$ cat src/rtl/bus_cycle_scheduler_pkg.sv
// Shared bus-FSM state encodings, transfer size codes and request decode helpers
// for the bus-cycle scheduler.
package bus_cycle_scheduler_pkg;

  localparam logic [3:0] STATE_IDLE          = 4'd0;
  localparam logic [3:0] STATE_WAIT          = 4'd1;
  localparam logic [3:0] STATE_SETUP_BUS     = 4'd2;
  localparam logic [3:0] STATE_ASSERT_STROBE = 4'd3;
  localparam logic [3:0] STATE_WAIT_DSACK    = 4'd4;
  localparam logic [3:0] STATE_LATCH         = 4'd5;
  localparam logic [3:0] STATE_FINALIZE      = 4'd6;
  localparam logic [3:0] STATE_CONTINUE      = 4'd7;

  localparam logic [1:0] SIZE_BYTE = 2'd1;
  localparam logic [1:0] SIZE_WORD = 2'd2;
  localparam logic [1:0] SIZE_LONG = 2'd3;

  // Illegal size, or a word/long that is not on an even address.
  function automatic logic decode_err(input logic [1:0] size, input logic a0);
    return (size == 2'd0) || ((size == SIZE_WORD || size == SIZE_LONG) && a0);
  endfunction

  function automatic logic [1:0] first_half_size(input logic [1:0] size);
    return (size == SIZE_LONG) ? SIZE_WORD : size;
  endfunction

  function automatic logic [15:0] first_half_dout(input logic [1:0] size,
                                                  input logic [31:0] wdata);
    case (size)
      SIZE_LONG: return wdata[31:16];
      SIZE_BYTE: return {wdata[7:0], wdata[7:0]};
      default:   return wdata[15:0];
    endcase
  endfunction

endpackage

$ cat src/rtl/bus_cycle_scheduler_rr_arbiter2.sv
// Two-way round-robin grant; the pointer toggles on every grant taken.
module rr_arbiter2 (
  input  logic       clk_i,
  input  logic       rst_ni,
  input  logic [1:0] req_i,
  output logic [1:0] gnt_o
);

  logic ptr_q;

  always_comb begin
    gnt_o[0] = req_i[0] & (~req_i[1] | ~ptr_q);
    gnt_o[1] = req_i[1] & (~req_i[0] |  ptr_q);
  end

  always_ff @(posedge clk_i or negedge rst_ni) begin
    if (!rst_ni)      ptr_q <= 1'b0;
    else if (|req_i)  ptr_q <= ~ptr_q;
  end

endmodule

$ cat src/rtl/bus_cycle_scheduler.sv
// Shares the 68k bus-cycle FSM between two requesters, splitting long transfers
// into two word cycles and returning data/completion to the granted port.
module bus_cycle_scheduler
  import bus_cycle_scheduler_pkg::*;
#(
  parameter int unsigned ADDR_W = 24
) (
  input  logic              CLK,
  input  logic              nRESET,
  input  logic              REQ0_VALID,
  input  logic [ADDR_W-1:0] REQ0_ADDR,
  input  logic [1:0]        REQ0_SIZE,
  input  logic              REQ0_RW,
  input  logic [31:0]       REQ0_WDATA,
  output logic              REQ0_ACK,
  input  logic              REQ1_VALID,
  input  logic [ADDR_W-1:0] REQ1_ADDR,
  input  logic [1:0]        REQ1_SIZE,
  input  logic              REQ1_RW,
  input  logic [31:0]       REQ1_WDATA,
  output logic              REQ1_ACK,
  output logic              RESP0_VALID,
  output logic              RESP1_VALID,
  output logic [31:0]       RESP_RDATA,
  output logic              RESP_ERR,
  input  logic [3:0]        FSM_STATE,
  input  logic [15:0]       BUS_DIN,
  output logic              ACTIVATE,
  output logic              MUST_CONTINUE,
  output logic [ADDR_W-1:0] BUS_ADDR,
  output logic [1:0]        BUS_SIZE,
  output logic              BUS_RW,
  output logic [15:0]       BUS_DOUT
);

  localparam logic [1:0] S_IDLE    = 2'd0;
  localparam logic [1:0] S_ISSUE   = 2'd1;
  localparam logic [1:0] S_RUN     = 2'd2;
  localparam logic [1:0] S_RESPOND = 2'd3;

  logic [1:0]        state_q, state_d;
  logic [1:0]        ack_q, ack_d;
  logic              port_q, port_d;
  logic [1:0]        size_q, size_d;
  logic              rw_q, rw_d;
  logic              a0_q, a0_d;
  logic [15:0]       wlo_q, wlo_d;
  logic [ADDR_W-1:0] bus_addr_q, bus_addr_d;
  logic [1:0]        bus_size_q, bus_size_d;
  logic [15:0]       bus_dout_q, bus_dout_d;
  logic              must_cont_q, must_cont_d;
  logic              second_q, second_d;
  logic [31:0]       rdata_q, rdata_d;
  logic              err_q, err_d;
  logic              activate;

  logic [1:0]        gnt;
  logic [ADDR_W-1:0] req_addr;
  logic [1:0]        req_size;
  logic              req_rw;
  logic [31:0]       req_wdata;
  logic              req_err;

  rr_arbiter2 u_arb (
    .clk_i  (CLK),
    .rst_ni (nRESET),
    .req_i  ({REQ1_VALID, REQ0_VALID} & {2{state_q == S_IDLE}}),
    .gnt_o  (gnt)
  );

  always_comb begin
    req_addr  = gnt[1] ? REQ1_ADDR  : REQ0_ADDR;
    req_size  = gnt[1] ? REQ1_SIZE  : REQ0_SIZE;
    req_rw    = gnt[1] ? REQ1_RW    : REQ0_RW;
    req_wdata = gnt[1] ? REQ1_WDATA : REQ0_WDATA;
    req_err   = decode_err(req_size, req_addr[0]);
  end

  always_comb begin
    state_d     = state_q;
    ack_d       = '0;
    port_d      = port_q;
    size_d      = size_q;
    rw_d        = rw_q;
    a0_d        = a0_q;
    wlo_d       = wlo_q;
    bus_addr_d  = bus_addr_q;
    bus_size_d  = bus_size_q;
    bus_dout_d  = bus_dout_q;
    must_cont_d = must_cont_q;
    second_d    = second_q;
    rdata_d     = rdata_q;
    err_d       = err_q;
    activate    = 1'b0;
    case (state_q)
      S_IDLE: begin
        if (|gnt) begin
          ack_d       = gnt;
          port_d      = gnt[1];
          size_d      = req_size;
          rw_d        = req_rw;
          a0_d        = req_addr[0];
          wlo_d       = req_wdata[15:0];
          bus_addr_d  = req_addr;
          bus_size_d  = first_half_size(req_size);
          bus_dout_d  = first_half_dout(req_size, req_wdata);
          must_cont_d = (req_size == SIZE_LONG) && !req_err;
          second_d    = 1'b0;
          rdata_d     = '0;
          err_d       = req_err;
          state_d     = req_err ? S_RESPOND : S_ISSUE;
        end
      end
      S_ISSUE: begin
        if (FSM_STATE == STATE_WAIT) begin
          activate = 1'b1;
          state_d  = S_RUN;
        end
      end
      S_RUN: begin
        case (FSM_STATE)
          STATE_LATCH: begin
            if (size_q == SIZE_BYTE)
              rdata_d[7:0] = a0_q ? BUS_DIN[7:0] : BUS_DIN[15:8];
            else if (size_q == SIZE_LONG && !second_q)
              rdata_d[31:16] = BUS_DIN;
            else
              rdata_d[15:0] = BUS_DIN;
          end
          // Second-half setup is registered here so it is stable by SETUP_BUS.
          STATE_CONTINUE: begin
            bus_addr_d  = bus_addr_q + ADDR_W'(2);
            bus_dout_d  = wlo_q;
            must_cont_d = 1'b0;
            second_d    = 1'b1;
          end
          STATE_FINALIZE: begin
            if (!must_cont_q) state_d = S_RESPOND;
          end
          default: ;
        endcase
      end
      default: state_d = S_IDLE;
    endcase
  end

  always_ff @(posedge CLK or negedge nRESET) begin
    if (!nRESET) begin
      state_q     <= S_IDLE;
      ack_q       <= '0;
      port_q      <= 1'b0;
      size_q      <= '0;
      rw_q        <= 1'b0;
      a0_q        <= 1'b0;
      wlo_q       <= '0;
      bus_addr_q  <= '0;
      bus_size_q  <= '0;
      bus_dout_q  <= '0;
      must_cont_q <= 1'b0;
      second_q    <= 1'b0;
      rdata_q     <= '0;
      err_q       <= 1'b0;
    end else begin
      state_q     <= state_d;
      ack_q       <= ack_d;
      port_q      <= port_d;
      size_q      <= size_d;
      rw_q        <= rw_d;
      a0_q        <= a0_d;
      wlo_q       <= wlo_d;
      bus_addr_q  <= bus_addr_d;
      bus_size_q  <= bus_size_d;
      bus_dout_q  <= bus_dout_d;
      must_cont_q <= must_cont_d;
      second_q    <= second_d;
      rdata_q     <= rdata_d;
      err_q       <= err_d;
    end
  end

  assign REQ0_ACK      = ack_q[0];
  assign REQ1_ACK      = ack_q[1];
  assign RESP0_VALID   = (state_q == S_RESPOND) && !port_q;
  assign RESP1_VALID   = (state_q == S_RESPOND) &&  port_q;
  assign RESP_RDATA    = rdata_q;
  assign RESP_ERR      = err_q;
  assign ACTIVATE      = activate;
  assign MUST_CONTINUE = must_cont_q;
  assign BUS_ADDR      = bus_addr_q;
  assign BUS_SIZE      = bus_size_q;
  assign BUS_RW        = rw_q;
  assign BUS_DOUT      = bus_dout_q;

endmodule

$ cat config.mk
export PLATFORM = sky130hd
export DESIGN_NAME = bus_cycle_scheduler
export DESIGN_NICKNAME = d
export VERILOG_FILES = /design/src/rtl/bus_cycle_scheduler_pkg.sv /design/src/rtl/bus_cycle_scheduler_rr_arbiter2.sv /design/src/rtl/bus_cycle_scheduler.sv
export SDC_FILE = /design/constraint.sdc
export NUM_CORES = 1
export LEC_CHECK = 0
export BUFFER_PORTS_ARGS = -buffer_cell sky130_fd_sc_hd__buf_2
export CAP_MARGIN = 15
export CORE_MARGIN = 4
export CORE_UTILIZATION = 50
export DETAILED_ROUTE_END_ITERATION = 7
export HOLD_SLACK_MARGIN = 0.12
export PLACE_DENSITY = 0.88
export SLEW_MARGIN = 25
export SYNTH_ARGS = -nofsm -noshare
export SYNTH_HDL_FRONTEND = slang
export SYNTH_SLANG_ARGS = --single-unit
$ cat constraint.sdc
create_clock -name CLK -period 2.9 [get_ports CLK]
set_clock_uncertainty 0.15 [all_clocks]
set_input_delay 0.145 -clock CLK [delete_from_list [all_inputs] [get_ports CLK]]
set_output_delay 0.145 -clock CLK [all_outputs]
set_load 0.05 [all_outputs]
# Yosys cells after proc, flatten, opt, wreduce, memory -nomap -nowiden
# Cells that the tools add are included.
[totals] regBits=103 latch_bits=0 ram_bits=0 mem_bits_ro=0 output_inout_bits=82 wordCells=105 n_memories=0
[classes] add_sub_neg=1 mul=0 div_mod_pow=0 magnitude_cmp=0 eq_ne=22 shift=0 mux=36 bitwise_logic=8 reduce_logical=21
[ops] operator="$mux W24" count=4
[ops] operator="$mux W32" count=3
[ops] operator="$mux W16" count=4
[ops] operator="$pmux W16 S2" count=2
[ops] operator="$pmux W32 S2" count=1
[ops] operator="$pmux W24 S2" count=1
[ops] operator="$add A24 B2 Y24 const B" count=1
[ops] operator="$mux W2" count=9
[ops] operator="$mux W8" count=2
[ops] operator="$eq A4 B3 Y1 const B" count=3
[ops] operator="$ne A2 B2 Y1 const B" count=6
[ops] operator="$eq A2 B2 Y1 const B" count=5
[ops] operator="$reduce_and A5 Y1" count=2
[ops] operator="$reduce_and A4 Y1" count=2
[ops] operator="$mux W1" count=7
[ops] operator="$eq A2 B1 Y1 const B" count=3
[ops] operator="$ne A2 B1 Y1 const B" count=3
[ops] operator="$pmux W2 S3" count=1
[ops] operator="$logic_and A1 B1 Y1" count=5
[ops] operator="$eq A4 B1 Y1 const B" count=1
[ops] operator="$logic_not A2 Y1" count=2
[ops] operator="$pmux W1 S2" count=2
[ops] operator="$reduce_or A2 Y1" count=2
[ops] operator="$logic_not A1 Y1" count=3
[ops] operator="9 further kinds" count=14

# Logic depth before layout (Yosys ltp)
[depth] ltp_word=14 mapped_depth=10 mapped_depth_nobuf=7

# Modules after synthesis
# A second synthesis with hierarchy kept.
[hier_totals] hier_cells=615 area_unflattened_um2=5893.2
[by_module_without_submodules] module="bus_cycle_scheduler" instances=1 cells_per_inst=609 area_each_um2=5834.3
[by_module_without_submodules] module="rr_arbiter2" instances=1 cells_per_inst=6 area_each_um2=58.8

# Least setup slack after synthesis
# Ideal clock, no wire load.
[synth_timing] path_type="register -> output" start="register state_q[1]" end="output port ACTIVATE" arrival_time_ns=2.217 t_required_ns=2.605 slack_ns=0.388 stages_incl_launch_ff=4 cell_sequence="dfrtp_1 -> inv_1 -> ha_1 -> nor4b_1"
[synth_between] elab_chain_cells=2
[synth_rtl] item="start, declared" line="bus_cycle_scheduler.sv:41" rtl="logic [1:0] state_q, state_d;"
[synth_rtl] item="start signal, assigned" line="bus_cycle_scheduler.sv:164" rtl="state_q <= state_d;"
[synth_rtl] item="$eq A2 B1 Y1" line="bus_cycle_scheduler.sv:95" rtl="case (state_q)"
[synth_rtl] item="$mux W1" line="bus_cycle_scheduler.sv:95"
[synth_rtl] item="end, declared" line="bus_cycle_scheduler.sv:28" rtl="output logic ACTIVATE,"
# Every way passes these cells.

# Final worst setup path
[layout_timing] start="register state_q[0]" end="register bus_addr_q[12], in the netlist BUS_ADDR[12]"
[layout_between] elab_chain_cells=8 word_cells_on_any_way=17 classes_between="eq/ne: 3; mux: 3; bitwise: 7; reduce/logical: 4"
[layout_rtl] item="$logic_not A2 Y1" line="bus_cycle_scheduler.sv:67, bus_cycle_scheduler.sv:95"
[layout_rtl] item="$and A2 B2 Y2" line="bus_cycle_scheduler.sv:67" rtl=".req_i ({REQ1_VALID, REQ0_VALID} & {2{state_q == S_IDLE}}),"
[layout_rtl] item="$not A1 Y1, on equally long branches" line="bus_cycle_scheduler_rr_arbiter2.sv:13, bus_cycle_scheduler_rr_arbiter2.sv:12"
[layout_rtl] item="$or A1 B1 Y1, on equally long branches" line="bus_cycle_scheduler_rr_arbiter2.sv:13, bus_cycle_scheduler_rr_arbiter2.sv:12"
[layout_rtl] item="$and A1 B1 Y1, on equally long branches" line="bus_cycle_scheduler_rr_arbiter2.sv:13, bus_cycle_scheduler_rr_arbiter2.sv:12"
[layout_rtl] item="$mux W24 / $reduce_or A2 Y1 (equally long branches)" line="bus_cycle_scheduler.sv:72, bus_cycle_scheduler.sv:97"
[layout_rtl] item="$mux W24 / $ne A2 B1 Y1 (equally long branches)"
[layout_rtl] item="$pmux W24 S2 / $reduce_and A3 Y1 (equally long branches)"
[layout_rtl] item="end signal, assigned" line="bus_cycle_scheduler.sv:171" rtl="bus_addr_q <= bus_addr_d;"
[layout_rtl] item="end, declared" line="bus_cycle_scheduler.sv:48" rtl="logic [ADDR_W-1:0] bus_addr_q, bus_addr_d;"
# Several ways; a longest one is shown, not always the timed one. The select of a mux whose other input is x is not followed.
# A chain may end at the register's enable or synchronous reset.

==> run summary <==
Timing would allow up to 365 MHz. Setup violations remaining at the end of the flow were counted as 0. For this run, the post-layout net count is 1056.

For the count of mapped cells out of synthesis, the log shows 611. The logs give 580 for the iteration-0 DRC count of the detailed router and 0 for the total number of yosys warnings. The run gives 2 as the maximum buffer depth of the clock tree. Class of the worst hold path: input port to register. The detail route stage leaves a number of antenna-violating nets equal to 0.

The first-pass GRT wire length came out at 34.1 mm. After synthesis the netlist holds a flip-flop and latch count of 102. In the final layout, the multi-input gates occupy 0.00320 mm2.

Number of top-level design ports: 224. Detailed routing inserted a total of 6233 vias. The tools report the required time of the critical path as 2960 ps. Entering global routing, the biggest net connects 103 pins. The via density per instance was 5.89; the number of enable flip-flop cells after synthesis was 0. The count of buffers added on input and output ports is 223. The initial antenna violation count is 1, and the number of buffer and inverter instances along the worst setup path is 3. For this run, design rule violations remaining after detail routing come to 0. The share of final-layout standard cells stronger than drive strength 1 works out to 34.7%. Data arrives at the worst endpoint at 2800 ps.

The power density relative to cell area was 1110 mW/mm2; the total nets after synthesis was 758. At the pin with the least slew margin, the transition time is 1060 ps. The floorplan step set the die height to 118 um. Along the worst path, the maximum fanout reaches 29. The critical path goes through inv_1 -> ha_1 -> o211ai_4 -> buf_12 -> mux2_2 -> dlygate4sd3_1 -> o22ai_1 -> a21oi_1. The slowest stage of the critical path belongs to the cell sky130_fd_sc_hd__dlygate4sd3_1. Of all flip-flops after synthesis, the portion carrying an async set or reset was 100%. Max-cap violations in this run came to 0. Once the clock tree was built, the setup fixing pass inserted 0 buffers. The clock reaches the later pin of the worst-skew pair after 340 ps.

After synthesis the cells add up to 0.00601 mm2. Row generation in the floorplan step produced 39 rows. CTS placed an instance of sky130_fd_sc_hd__clkbuf_16 at the clock tree root.

The number of clock buffers inserted by TritonCTS was 9. Averaged over all synthesized cells, the footprint is 9.84 um2. TritonCTS built the clock tree.

After floorplanning, the core was sized to cover 0.0116 mm2. The final period demand of the worst path was 2740 ps. The final total negative setup slack was 0 ps. The family with the most delay on the worst path was buffers and inverters. The aggregate global-route resource usage was 30.1%.

The largest stage delay on the critical path works out to 580 ps. STA classifies the critical path endpoint as a register. CTS saw 102 sinks.

The run finished with clean final reports. The final number of max-transition violations was 0. The via count of the first global-routing pass was 6468; the total congestion overflow after global routing was 0. For this run, the detailed router's first-pass iteration total came to 5. The routed length per placed instance was 19.8 um; the final hold violation count was 0. The total leakage power was 4.26 nW; the fraction of the yosys area taken by sequential cells was 42.5%. The congestion estimate from routability-driven global placement came to 0.890. The fill cell total of the finished layout was 848.

Startpoint class of the critical path: a register. The area added between synthesis and finish was 40.8%. The commonest register cell after synthesis is sky130_fd_sc_hd__dfrtp_1.

The sequential standard cell area was 0.00255 mm2. Setup repair after global routing left no endpoint under its margin. The run gives 0.0138 mm2 as the die footprint. The post-detailed-routing wire length was 20.9 mm; the number of levels the H-tree was split into was 3. The half-perimeter wire length after detailed placement was 13.2 mm; the peak supply drop was 0.510 mV. The remaining max-slew budget at the tightest pin was 28.6%. The type of the worst setup path was register to register. Yosys mapped the design onto 54 distinct sky130hd cell types.

After clock tree synthesis, the clock-pin slew on the worst setup and hold paths is 80 ps. For this run, the share of the core covered by cells in the final layout is 72.9%. From left edge to right edge, the die measures 118 um. The ratio of final minimum period to clock period is 94.4%, and the effective utilization at floorplan is 51.8%.
==> state kept, by name, indices dropped and copies added, names as in the netlist <==
name / cells
BUS_DOUT: 16
ack_q: 2
RESP_ERR: 1
second_q: 1
wlo_q: 16
RESP_RDATA: 32
a0_q: 1
u_arb.ptr_q: 1
size_q: 2
BUS_ADDR: 24
MUST_CONTINUE: 1
BUS_SIZE: 1
BUS_RW: 1
port_q: 1
state_q: 2
==> cells by family (layout without fill, tap and decap cells) <==
family          count (synthesis)  after routing  share of synthesized area, %
compound gates                173            173                          17.9
xor+xnor                        1              1                         0.146
fa+ha+maj                       5              5                          1.04
buf+inv                        51            354                          4.62
flops                         102            102                          42.5
mux                           111            111                          19.9
other cells                     0              1                             0
simple gates                  168            168                          13.9
==> path summary, 6_finish.rpt <==
kind                                endpoint         start  slack (ps)  depth (start not counted)
worst max-delay path            BUS_ADDR[12]    state_q[0]         160                          8
worst min-delay path              state_q[0]  FSM_STATE[1]         130                          3
worst max register to register  BUS_ADDR[12]    state_q[0]         160                          8
worst min register to register      wlo_q[9]      wlo_q[9]         340                          2
max in group asynchronous           wlo_q[0]        nRESET        1910                          3
min in group asynchronous       BUS_ADDR[16]        nRESET         260                          3
==> worst reg2reg max path: cells and delay by family (launching register included) <==
kind	cells	cell delay (ps)
buf+inv	3	910
compound gates	3	460
mux	1	380
flops	1	380
fa+ha+maj	1	320
==> cell usage in the layout, fill, tap and decap left out, types with 8 or more instances in the layout <==
cell	netlist	layout
sky130_fd_sc_hd__nand3_1	22	22
sky130_fd_sc_hd__inv_1	8	8
sky130_fd_sc_hd__a22oi_1	9	9
sky130_fd_sc_hd__and2_1	11	11
sky130_fd_sc_hd__clkbuf_16	0	9
sky130_fd_sc_hd__buf_2	9	222
sky130_fd_sc_hd__mux2_2	50	50
sky130_fd_sc_hd__a31oi_1	10	10
sky130_fd_sc_hd__buf_4	7	8
sky130_fd_sc_hd__a21oi_1	39	39
sky130_fd_sc_hd__nand2_1	71	71
sky130_fd_sc_hd__a211oi_1	9	9
sky130_fd_sc_hd__o21ai_1	14	14
sky130_fd_sc_hd__o21ai_0	40	40
sky130_fd_sc_hd__nor2b_1	12	12
sky130_fd_sc_hd__a22o_1	16	16
sky130_fd_sc_hd__nor2_1	27	27
sky130_fd_sc_hd__dfrtp_1	102	102
sky130_fd_sc_hd__dlygate4sd3_1	0	96
sky130_fd_sc_hd__o22ai_1	18	18
sky130_fd_sc_hd__mux2i_1	58	58
==> layer usage <==
metal  wire length, um  part of all wire (%)  up-vias  global-route usage [%]
li1                  -                     -     2835                       -
met1              7850                    38     2940                    35.6
met2             10400                    50      372                    52.0
met3              1670                   8.0       86                    6.73
met4               998                   4.8        0                    14.2
met5                 0                     0        -                       0
==> repair_timing <==
item                                    CTS  global route
endpoints found under the hold margin   176             0
endpoints found under the setup margin    0             2
hold buffers                             96             0
resized for setup                         0             1
==> where the power goes <==
| part | leakage, nW | internal (mW) | switching, mW | total [mW] |
|---|---|---|---|---|
| clock | 0.142 | 0.604 | 0.590 | 1.19 |
| sequential | 1.28 | 2.05 | 0.541 | 2.59 |
| combinational | 2.84 | 1.80 | 3.79 | 5.59 |
==> metrics by stage <==
step	power, mW	setup WS [ps]	hold slack [ps]	area, um2	cells
floorplan	6.62	388	-301	6010	611
global placement	7.72	266	99.7	7200	945
detailed placement	7.86	225	102	7200	945
CTS	9.27	138	123	8450	1057
global route	9.93	24.0	133	8460	1058
finish	9.37	162	132	8460	1058
==> cell type report <==
class                   count  share of cell area (%)
inverters                   8                   0.355
multi-input cells         458                    37.8
clock inverters             7                   0.813
clock buffers               9                    2.66
diodes                      1                  0.0296
flip-flops and latches    102                    30.2
repair buffers            330                    26.0
well taps                 143                    2.11
==> cell usage after synthesis, types with 3 or more instances <==
cell type / instances / area (um2)
sky130_fd_sc_hd__inv_1: 8 / 30.0
sky130_fd_sc_hd__o21ai_1: 14 / 70.1
sky130_fd_sc_hd__a22oi_1: 9 / 67.6
sky130_fd_sc_hd__buf_4: 7 / 52.6
sky130_fd_sc_hd__a211oi_1: 9 / 67.6
sky130_fd_sc_hd__o22ai_1: 18 / 113
sky130_fd_sc_hd__nand3_1: 22 / 110
sky130_fd_sc_hd__and3_1: 3 / 18.8
sky130_fd_sc_hd__buf_6: 5 / 56.3
sky130_fd_sc_hd__o21ai_0: 40 / 200
sky130_fd_sc_hd__nand2_1: 71 / 267
sky130_fd_sc_hd__a21oi_1: 39 / 195
sky130_fd_sc_hd__ha_1: 5 / 62.6
sky130_fd_sc_hd__nor2_1: 27 / 101
sky130_fd_sc_hd__a22o_1: 16 / 140
sky130_fd_sc_hd__mux2i_1: 58 / 581
sky130_fd_sc_hd__and2_1: 11 / 68.8
sky130_fd_sc_hd__nor2b_1: 12 / 75.1
sky130_fd_sc_hd__dfrtp_1: 102 / 2550
sky130_fd_sc_hd__o21ai_2: 4 / 35.0
sky130_fd_sc_hd__nand4_1: 4 / 25.0
sky130_fd_sc_hd__clkbuf_1: 20 / 75.1
sky130_fd_sc_hd__a31oi_1: 10 / 62.6
sky130_fd_sc_hd__mux2_2: 50 / 563
sky130_fd_sc_hd__buf_2: 9 / 45.0
Power figures use the tool's default switching activity.
